[config.mk]
export PLATFORM = sky130hd
export DESIGN_NAME = picorv32_mem_arbiter_flat
export DESIGN_NICKNAME = d
export VERILOG_FILES = /design/src/rtl/picorv32_mem_arbiter_pkg.sv /design/src/rtl/picorv32_mem_arbiter_if.sv /design/src/rtl/picorv32_mem_arbiter_rr_arb2.sv /design/src/rtl/picorv32_mem_arbiter.sv /design/src/flat_wrapper.sv
export SDC_FILE = /design/constraint.sdc
export NUM_CORES = 1
export LEC_CHECK = 0
export BUFFER_PORTS_ARGS = -buffer_cell sky130_fd_sc_hd__buf_4
export CAP_MARGIN = 10
export CORE_AREA = 5 5 110 112
export DETAILED_ROUTE_END_ITERATION = 16
export DIE_AREA = 0 0 115 117
export PLACE_DENSITY_LB_ADDON = 0.08
export SKIP_CTS_REPAIR_TIMING = 1
export SLEW_MARGIN = 25
export SYNTH_ARGS = -nofsm -noshare
export SYNTH_HDL_FRONTEND = slang
export SYNTH_HIERARCHICAL = 1
export SYNTH_SLANG_ARGS = --single-unit
[constraint.sdc]
create_clock -name clk -period 5.7 [get_ports clk]
set_clock_uncertainty 0.2 [all_clocks]
set_input_delay 0.285 -clock clk [delete_from_list [all_inputs] [get_ports clk]]
set_output_delay 0.285 -clock clk [all_outputs]
set_load 0.1 [all_outputs]
[src/rtl/picorv32_mem_arbiter_pkg.sv]
// Types and constants shared by the picorv32 two-master SRAM arbiter.
package picorv32_mem_pkg;
  localparam int MEM_WORD_W = 32;
  localparam int WSTRB_W    = 4;

  typedef enum logic [1:0] {
    IDLE = 2'd0,
    RAM  = 2'd1,
    RESP = 2'd2
  } state_e;

  // Full 30-bit word index compare; high address bits never alias into the array.
  function automatic logic out_of_range(input logic [31:0] addr, input int mem_words);
    return {2'b00, addr[31:2]} >= 32'(mem_words);
  endfunction
endpackage

[src/rtl/picorv32_mem_arbiter_if.sv]
// Bus bundle: two picorv32 native memory masters plus the shared SRAM port.
interface picorv32_mem_arbiter_if #(parameter int AW = 12);
  import picorv32_mem_pkg::*;

  logic                  m0_valid, m1_valid;
  logic [31:0]           m0_addr,  m1_addr;
  logic [MEM_WORD_W-1:0] m0_wdata, m1_wdata;
  logic [WSTRB_W-1:0]    m0_wstrb, m1_wstrb;
  logic                  m0_ready, m1_ready;
  logic [MEM_WORD_W-1:0] m0_rdata, m1_rdata;

  logic                  ram_en;
  logic [WSTRB_W-1:0]    ram_wstrb;
  logic [AW-1:0]         ram_addr;
  logic [MEM_WORD_W-1:0] ram_wdata;
  logic [MEM_WORD_W-1:0] ram_rdata;

  logic                  grant;
  logic                  busy;
  logic                  err;

  modport slave (
    input  m0_valid, m0_addr, m0_wdata, m0_wstrb,
    input  m1_valid, m1_addr, m1_wdata, m1_wstrb,
    input  ram_rdata,
    output m0_ready, m0_rdata, m1_ready, m1_rdata,
    output ram_en, ram_wstrb, ram_addr, ram_wdata,
    output grant, busy, err
  );

  modport master (
    output m0_valid, m0_addr, m0_wdata, m0_wstrb,
    output m1_valid, m1_addr, m1_wdata, m1_wstrb,
    output ram_rdata,
    input  m0_ready, m0_rdata, m1_ready, m1_rdata,
    input  ram_en, ram_wstrb, ram_addr, ram_wdata,
    input  grant, busy, err
  );
endinterface

[src/rtl/picorv32_mem_arbiter_rr_arb2.sv]
// Two-way round-robin pick: on a tie the master that did not win last time goes.
module picorv32_rr_arb2 (
  input  logic [1:0] req,
  input  logic       last_grant,
  output logic       gnt_vld,
  output logic       gnt_idx
);
  assign gnt_vld = |req;
  assign gnt_idx = (&req) ? ~last_grant : req[1];
endmodule

[src/rtl/picorv32_mem_arbiter.sv]
// Round-robin arbiter sharing one 1-cycle-latency SRAM between two picorv32 masters.
module picorv32_mem_arbiter
  import picorv32_mem_pkg::*;
#(
  parameter int MEM_WORDS = 4096,
  parameter int AW        = 12
) (
  input  logic                   clk,
  input  logic                   reset,
  picorv32_mem_arbiter_if.slave  bus
);
  state_e                state;
  logic                  last_grant, grant_q;
  logic                  oor_q, rd_ok_q;
  logic                  ready0_q, ready1_q, err_q;
  logic                  ram_en_q;
  logic [WSTRB_W-1:0]    ram_wstrb_q;
  logic [AW-1:0]         ram_addr_q;
  logic [MEM_WORD_W-1:0] ram_wdata_q;

  logic                  gnt_vld, gnt_idx;
  logic [31:0]           sel_addr;
  logic [MEM_WORD_W-1:0] sel_wdata;
  logic [WSTRB_W-1:0]    sel_wstrb;
  logic                  sel_oor;

  picorv32_rr_arb2 u_arb (
    .req        ({bus.m1_valid, bus.m0_valid}),
    .last_grant (last_grant),
    .gnt_vld    (gnt_vld),
    .gnt_idx    (gnt_idx)
  );

  assign sel_addr  = gnt_idx ? bus.m1_addr  : bus.m0_addr;
  assign sel_wdata = gnt_idx ? bus.m1_wdata : bus.m0_wdata;
  assign sel_wstrb = gnt_idx ? bus.m1_wstrb : bus.m0_wstrb;
  assign sel_oor   = out_of_range(sel_addr, MEM_WORDS);

  // SRAM-side fields are loaded straight from the winner in IDLE, so the
  // request is frozen for the whole access regardless of what the master does.
  always_ff @(posedge clk or posedge reset) begin
    if (reset) begin
      state       <= IDLE;
      last_grant  <= 1'b1;
      grant_q     <= 1'b0;
      oor_q       <= 1'b0;
      rd_ok_q     <= 1'b0;
      ready0_q    <= 1'b0;
      ready1_q    <= 1'b0;
      err_q       <= 1'b0;
      ram_en_q    <= 1'b0;
      ram_wstrb_q <= '0;
      ram_addr_q  <= '0;
      ram_wdata_q <= '0;
    end else begin
      case (state)
        IDLE: if (gnt_vld) begin
          grant_q     <= gnt_idx;
          oor_q       <= sel_oor;
          rd_ok_q     <= (sel_wstrb == '0) && !sel_oor;
          ram_en_q    <= !sel_oor;
          ram_wstrb_q <= sel_oor ? '0 : sel_wstrb;
          ram_addr_q  <= sel_oor ? '0 : sel_addr[AW+1:2];
          ram_wdata_q <= sel_oor ? '0 : sel_wdata;
          state       <= RAM;
        end
        RAM: begin
          ram_en_q    <= 1'b0;
          ram_wstrb_q <= '0;
          ram_addr_q  <= '0;
          ram_wdata_q <= '0;
          ready0_q    <= !grant_q;
          ready1_q    <= grant_q;
          err_q       <= oor_q;
          state       <= RESP;
        end
        RESP: begin
          ready0_q    <= 1'b0;
          ready1_q    <= 1'b0;
          err_q       <= 1'b0;
          last_grant  <= grant_q;
          grant_q     <= 1'b0;
          oor_q       <= 1'b0;
          rd_ok_q     <= 1'b0;
          state       <= IDLE;
        end
        default: state <= IDLE;
      endcase
    end
  end

  assign bus.ram_en    = ram_en_q;
  assign bus.ram_wstrb = ram_wstrb_q;
  assign bus.ram_addr  = ram_addr_q;
  assign bus.ram_wdata = ram_wdata_q;
  assign bus.grant     = grant_q;
  assign bus.busy      = (state != IDLE);
  assign bus.err       = err_q;
  assign bus.m0_ready  = ready0_q;
  assign bus.m1_ready  = ready1_q;
  // SRAM data arrives during RESP, so read data is steered combinationally.
  assign bus.m0_rdata  = (ready0_q && rd_ok_q) ? bus.ram_rdata : '0;
  assign bus.m1_rdata  = (ready1_q && rd_ok_q) ? bus.ram_rdata : '0;
endmodule

[src/flat_wrapper.sv]
// flat-port wrapper written by rule: the top's interface ports become plain ports
module picorv32_mem_arbiter_flat import picorv32_mem_pkg::*;
#(
  parameter int MEM_WORDS = 4096,
  parameter int AW        = 12
)
  (clk, reset, bus_m0_valid, bus_m0_addr, bus_m0_wdata, bus_m0_wstrb, bus_m1_valid, bus_m1_addr, bus_m1_wdata, bus_m1_wstrb, bus_ram_rdata, bus_m0_ready, bus_m0_rdata, bus_m1_ready, bus_m1_rdata, bus_ram_en, bus_ram_wstrb, bus_ram_addr, bus_ram_wdata, bus_grant, bus_busy, bus_err);
  picorv32_mem_arbiter_if #(.AW(AW)) bus_i ();
  input  logic clk;
  input  logic reset;
  input wire logic [$bits(bus_i.m0_valid)-1:0] bus_m0_valid;
  input wire logic [$bits(bus_i.m0_addr)-1:0] bus_m0_addr;
  input wire logic [$bits(bus_i.m0_wdata)-1:0] bus_m0_wdata;
  input wire logic [$bits(bus_i.m0_wstrb)-1:0] bus_m0_wstrb;
  input wire logic [$bits(bus_i.m1_valid)-1:0] bus_m1_valid;
  input wire logic [$bits(bus_i.m1_addr)-1:0] bus_m1_addr;
  input wire logic [$bits(bus_i.m1_wdata)-1:0] bus_m1_wdata;
  input wire logic [$bits(bus_i.m1_wstrb)-1:0] bus_m1_wstrb;
  input wire logic [$bits(bus_i.ram_rdata)-1:0] bus_ram_rdata;
  output wire logic [$bits(bus_i.m0_ready)-1:0] bus_m0_ready;
  output wire logic [$bits(bus_i.m0_rdata)-1:0] bus_m0_rdata;
  output wire logic [$bits(bus_i.m1_ready)-1:0] bus_m1_ready;
  output wire logic [$bits(bus_i.m1_rdata)-1:0] bus_m1_rdata;
  output wire logic [$bits(bus_i.ram_en)-1:0] bus_ram_en;
  output wire logic [$bits(bus_i.ram_wstrb)-1:0] bus_ram_wstrb;
  output wire logic [$bits(bus_i.ram_addr)-1:0] bus_ram_addr;
  output wire logic [$bits(bus_i.ram_wdata)-1:0] bus_ram_wdata;
  output wire logic [$bits(bus_i.grant)-1:0] bus_grant;
  output wire logic [$bits(bus_i.busy)-1:0] bus_busy;
  output wire logic [$bits(bus_i.err)-1:0] bus_err;
  assign bus_i.m0_valid = bus_m0_valid;
  assign bus_i.m0_addr = bus_m0_addr;
  assign bus_i.m0_wdata = bus_m0_wdata;
  assign bus_i.m0_wstrb = bus_m0_wstrb;
  assign bus_i.m1_valid = bus_m1_valid;
  assign bus_i.m1_addr = bus_m1_addr;
  assign bus_i.m1_wdata = bus_m1_wdata;
  assign bus_i.m1_wstrb = bus_m1_wstrb;
  assign bus_i.ram_rdata = bus_ram_rdata;
  assign bus_m0_ready = bus_i.m0_ready;
  assign bus_m0_rdata = bus_i.m0_rdata;
  assign bus_m1_ready = bus_i.m1_ready;
  assign bus_m1_rdata = bus_i.m1_rdata;
  assign bus_ram_en = bus_i.ram_en;
  assign bus_ram_wstrb = bus_i.ram_wstrb;
  assign bus_ram_addr = bus_i.ram_addr;
  assign bus_ram_wdata = bus_i.ram_wdata;
  assign bus_grant = bus_i.grant;
  assign bus_busy = bus_i.busy;
  assign bus_err = bus_i.err;
  picorv32_mem_arbiter #(.MEM_WORDS(MEM_WORDS), .AW(AW)) u_core (.clk(clk), .reset(reset), .bus(bus_i));
endmodule
==> results of run 1 <==
## final cells by class
class / instances / area share
clock buffer: 10 / 0.0412
clock inverter: 6 / 0.0114
inverter: 6 / 0.00389
multi-input combinational: 252 / 0.289
sequential: 58 / 0.251
tap: 143 / 0.0309
timing repair buffer: 288 / 0.373
## sequential cells by signal, indices dropped and copies added (netlist names), 2 cells and up
name and flops:
u_core/bus.ram_addr 12, u_core/state 2, u_core/bus.ram_wstrb 4, u_core/bus.ram_wdata 32
## worst reg2reg max path, cell delays in order, from the launching register on
cell	delay, ns
dfstp_2	0.38
a21boi_4	0.20
buf_4	0.66
a21oi_1	0.15
a2111o_2	0.85
o21ai_0	0.33
## synthesized netlist by cell type, drive strengths merged (3+ instances only)
library cell  instances  area, um^2
nor4                  7        58.8
dfrtp                57        1430
inv                   6        22.5
ha                    3        37.5
buf                   6        50.0
nand2                54         203
a21boi                4        30.0
and3                 64         400
nor2                  4        15.0
o21ai                49         279
mux2i                48         480
clkbuf               23        86.3
## through the flow
| stage | power, mW | utilization | cells | hold slack (ns) |
|---|---|---|---|---|
| floorplan | 0.839 | - | 345 | 0.266 |
| CTS | 1.59 | 0.521 | 763 | 0.0176 |
| finish | 1.56 | 0.521 | 763 | -0.0277 |
| global route | 1.66 | 0.521 | 763 | 0.0479 |
| global placement | 1.04 | 0.493 | 747 | 0.263 |
| detailed placement | 1.05 | 0.494 | 747 | 0.267 |
## cell families (layout without fill, tap and decap cells)
kind of cell             count (synthesis)  in the layout  share of synthesized area
adder cells (fa/ha/maj)                  3              3                     0.0115
AO/OA/AOI/OAI                           62             62                      0.117
AND/OR/NAND/NOR                        137            137                      0.224
flip-flops                              58             58                      0.445
multiplexers                            50             50                      0.154
buffers and inverters                   35            310                     0.0487
## path summary, 6_finish.rpt
kind                                                     from                                    to  slack, ns  cells past startpoint
min                                                     reset   u_core/bus.ram_wdata[4]$_DFFE_PP0P_      -0.03                      3
max reg2reg                     u_core/last_grant$_DFFE_PP1P_  u_core/bus.ram_wdata[15]$_DFFE_PP0P_       2.85                      5
max                             u_core/last_grant$_DFFE_PP1P_  u_core/bus.ram_wdata[15]$_DFFE_PP0P_       2.85                      5
min in group clk                               bus_m0_addr[2]    u_core/bus.ram_addr[0]$_DFFE_PP0P_       0.05                      3
max in group asynchronous                               reset            u_core/rd_ok_q$_DFFE_PP0P_       4.76                      3
min reg2reg                u_core/bus.ram_addr[1]$_DFFE_PP0P_    u_core/bus.ram_addr[1]$_DFFE_PP0P_       0.28                      2
## metal layers
layer / share of wire / global-route usage / vias to the layer above
met5: 0 / 0 / -
met4: 0.019 / 0.0556 / 0
met3: 0.11 / 0.0581 / 17
met2: 0.51 / 0.299 / 173
met1: 0.36 / 0.187 / 1606
li1: - / - / 1769
## power breakdown
part           internal, mW  total (mW)  switching [mW]
combinational         0.193       0.536           0.343
clock                 0.349       0.533           0.183
sequential            0.440       0.496          0.0560
total                 0.982        1.56           0.582
==> metrics.cfg, run 1 <==
[place]
gp_congestion = 0.770
hpwl_mm = 9.45
preCtsSetupSlack_ns = 2.73
port_buffers = 285
place_area_mm2 = 0.00549

[synthesis]
yosysUniqueCellTypes = 34
synthFlopType = dfrtp_1
ys_seq_area_frac = 0.445
synth_edf_count = 0
syn_area_mm2 = 0.00326
synthArstFlopShare = 1.00
syn_area_per_cell_um2 = 9.45
ys_ff_latch = 58
ys_warn_count = 6
syn_inst = 345
synth_nets = 520

[clock_network]
cts_sinks = 58
clk_pin_slew_ns = 0.06
clk_latency_ns = 0.31
cts_root_buffer = clkbuf_16
numCtsBuffers = 9
cts_buffer_depth = 2
cts_tree = built
htreeDepth = 3

[critical_path]
crit_buf_inv = 1
critical_path.endpoint_type = flip-flop
cp_max_fo = 50
worst-setup-path-type = reg -> reg
critPathTopFamily = compound AO/OA/AOI/OAI gates
worst-endpoint-arrival_ns = 2.87
required_ns = 5.72
slowest_stage = a2111o_2
worstSetupStartpointType = flip-flop
max_stage_delay_ns = 0.85
crit_chain = a21boi_4 -> buf_4 -> a21oi_1 -> a2111o_2 -> o21ai_0

[detailed_routing]
routed_wl_mm = 11.9
dr.first_iter.drc_count = 173
vias = 3565
ant_nets = 0
via_per_inst = 4.67
drtPass1Iterations = 4
drc = 0
wire_per_inst_um = 15.6

[finish]
num_antenna_cells = 0
layout.cells.most_common_list = buf_4, and3_1, dfrtp_1, nand2_1, mux2i_1
regArea_mm2 = 0.00145
multi_input_area_mm2 = 0.00167
layout_commonest_cell = buf_4
final_nets = 790
nFillCells = 1044
final_layout_size_suffix_gt1_frac = 0.523
fin_area_mm2 = 0.00580
area_growth_pct = 77.7

[timing]
slew_headroom = 0.404
tns_ns = 0
fin_crit_sh = 0.500
hold_violations = 11
worst_pin_slew_ns = 0.894
holdWs_ns = -0.0277
setup_violations = 0
fin_ws_ns = 2.85
max_freq_ghz = 0.351
finalCriticalPeriod_ns = 2.85
rsz0062_at_grt = no
slew_viol_final = 0

[grt]
grt_pass1_vias = 3565
antenna_found_initial = 0
grt_overflow_total = 0
grt_max_degree = 66
grt_usage = 0.168
grt_pass1_wl_mm = 17.9

[floorplanning]
core_area_mm2 = 0.0111
io_pins = 290
start_util = 0.293
fp.dieArea_mm2 = 0.0135
chipWidth_um = 115
fp-row-count = 39
fp.dieH_um = 117

[run]
cap_violations = 0

[pwr]
cellLeakagePower_nw = 3.30
ir_worst_vdd_v = 0.000152
power_density_mw_per_mm2 = 270

[outcome]
violations = hold timing
outcome = complete, but fails checks

[min_path]
min_path_type = in -> async

No activity file was read; power rests on OpenSTA's default activity.
==> run 2, diff against run 1 <==
CORE_AREA = 5 5 111 113   (was 5 5 110 112)
DIE_AREA = 0 0 116 118   (was 0 0 115 117)
clock period = 2.97 ns   (was 5.7 ns; I/O delays follow)
==> metrics.cfg, run 2 (synthesized netlist as in run 1, its figures left out) <==
[critical_path]
r2r_start = u_core/last_grant$_DFFE_PP1P_
worst-r2r-setup-slack_ns = 0.62
worstSetupStartpointType = flip-flop
required_ns = 2.95
critical_path.endpoint_type = flip-flop
worst-endpoint-arrival_ns = 2.34
worst_r2r_endpoint = u_core/bus.ram_wdata[31]$_DFFE_PP0P_
r2r_cells = 5
worst-setup-path-type = reg -> reg
cp_max_fo = 30

[detailed_routing]
drtPass1Iterations = 4
wire_per_inst_um = 15.3
drc = 0
routed_wl_mm = 12.7
vias = 3809
dr.first_iter.drc_count = 144
via_per_inst = 4.57
ant_nets = 0

[min_path]
holdCritStartpoint = bus_m0_wdata[22]
whs_path_depth = 3
hold_end = u_core/bus.ram_wdata[22]$_DFFE_PP0P_
min_path_type = in -> reg

[timing]
finalCriticalPeriod_ns = 2.35
fin_crit_sh = 0.792
worst_pin_slew_ns = 0.787
hold_violations = 13
setup_violations = 0
slew_headroom = 0.476
fin_ws_ns = 0.617
tns_ns = 0
max_freq_ghz = 0.425
rsz0062_at_grt = no
holdWs_ns = -0.0762
slew_viol_final = 0

[grt]
grt_overflow_total = 0
antenna_found_initial = 0
grt_pass1_vias = 3496
grt_pass1_wl_mm = 18.2
grt_usage = 0.167
grt_max_degree = 65

[outcome]
outcome = complete, but fails checks
violations = hold timing

[run]
cap_violations = 0

[pwr]
power_density_mw_per_mm2 = 468
cellLeakagePower_nw = 3.59
p_sw_mw = 1.13
p_int_mw = 1.90
ir_worst_vdd_v = 0.000319
pwr-share-comb = 0.383
swShare = 0.372
seqPwrFrac = 0.314
clockPowerShare = 0.303

[finish]
layout.cells.most_common_list = buf_4, dlygate4sd3_1, and3_1, dfrtp_1, nand2_1
largest_reg_flops = 32
regArea_mm2 = 0.00145
area_growth_pct = 98.4
num_antenna_cells = 0
nFillCells = 985
final_layout_size_suffix_gt1_frac = 0.471
layout_commonest_cell = buf_4
instances_no_fill = 833
multi_input_area_mm2 = 0.00167
final_nets = 861

[clock_network]
clk_pin_slew_ns = 0.05
numCtsBuffers = 9
cts_tree = built
cts_root_buffer = clkbuf_16
cts_sinks = 58
htreeDepth = 3
clk_latency_ns = 0.31
cts_buffer_depth = 2

[place]
gp_congestion = 0.764
port_buffers = 285
preCtsSetupSlack_ns = 0.665
hpwl_mm = 9.75
dp.cells = 751

[floorplanning]
fp.dieH_um = 118
fp.dieArea_mm2 = 0.0137
io_pins = 290
start_util = 0.291
chipWidth_um = 116
fp-row-count = 39
core_area_mm2 = 0.0112

## run 2: area by class of cell
class / count / share of cell area
well taps: 143 / 0.0276
multi-input cells: 252 / 0.258
clock inverters: 5 / 0.00483
clock buffers: 10 / 0.0369
inverters: 6 / 0.00348
repair buffers: 359 / 0.444
flip-flops and latches: 58 / 0.224
## run 2: how the worst max path moves through the flow
stage / slack [ns] / startpoint / endpoint
2_1_floorplan: 0.56 / u_core/state[0]$_DFFE_PP0P_ / u_core/bus.ram_addr[0]$_DFFE_PP0P_
3_3_place_gp: 0.75 / u_core/last_grant$_DFFE_PP1P_ / u_core/bus.ram_wdata[29]$_DFFE_PP0P_
3_5_place_dp: 0.67 / u_core/last_grant$_DFFE_PP1P_ / u_core/bus.ram_wdata[25]$_DFFE_PP0P_
4_1_cts: 0.66 / u_core/last_grant$_DFFE_PP1P_ / u_core/bus.ram_wdata[25]$_DFFE_PP0P_
5_1_grt: 0.49 / u_core/last_grant$_DFFE_PP1P_ / u_core/bus.ram_wdata[30]$_DFFE_PP0P_
6_report: 0.62 / u_core/last_grant$_DFFE_PP1P_ / u_core/bus.ram_wdata[31]$_DFFE_PP0P_
## run 2: stage by stage
stage | area (um^2) | util | power, mW
after global placement | 5530 | 0.493 | 2.00
after floorplan | 3260 | - | 1.61
after global routing | 6470 | 0.577 | 3.21
after detailed placement | 5530 | 0.493 | 2.02
final | 6470 | 0.577 | 3.03
after CTS | 5800 | 0.517 | 2.96
## run 2: routing by layer
metal  vias up  global-route usage  wire length (um)
met5         -                   0                 0
met4         0              0.0355               193
met3        14              0.0602              1360
met2       171               0.301              6680
met1      1719               0.186              4510
li1       1905                   -                 -
## run 2: critical path, stage by stage (launching register included)
cell and delay [ns]:
dfstp_2 0.38, a21boi_4 0.24, buf_4 0.46, mux2i_1 0.27
dlygate4sd3_1 0.59, o21ai_2 0.06
## run 2: power groups by stage
stage                     Clock [mW]  Combinational (mW)  Sequential (mW)
after floorplan                    0               0.549             1.06
after global placement             0                1.04            0.961
after detailed placement           0                1.05            0.970
after CTS                      0.946                1.06            0.956
after global routing           0.983                1.25            0.977
final                          0.917                1.16            0.952
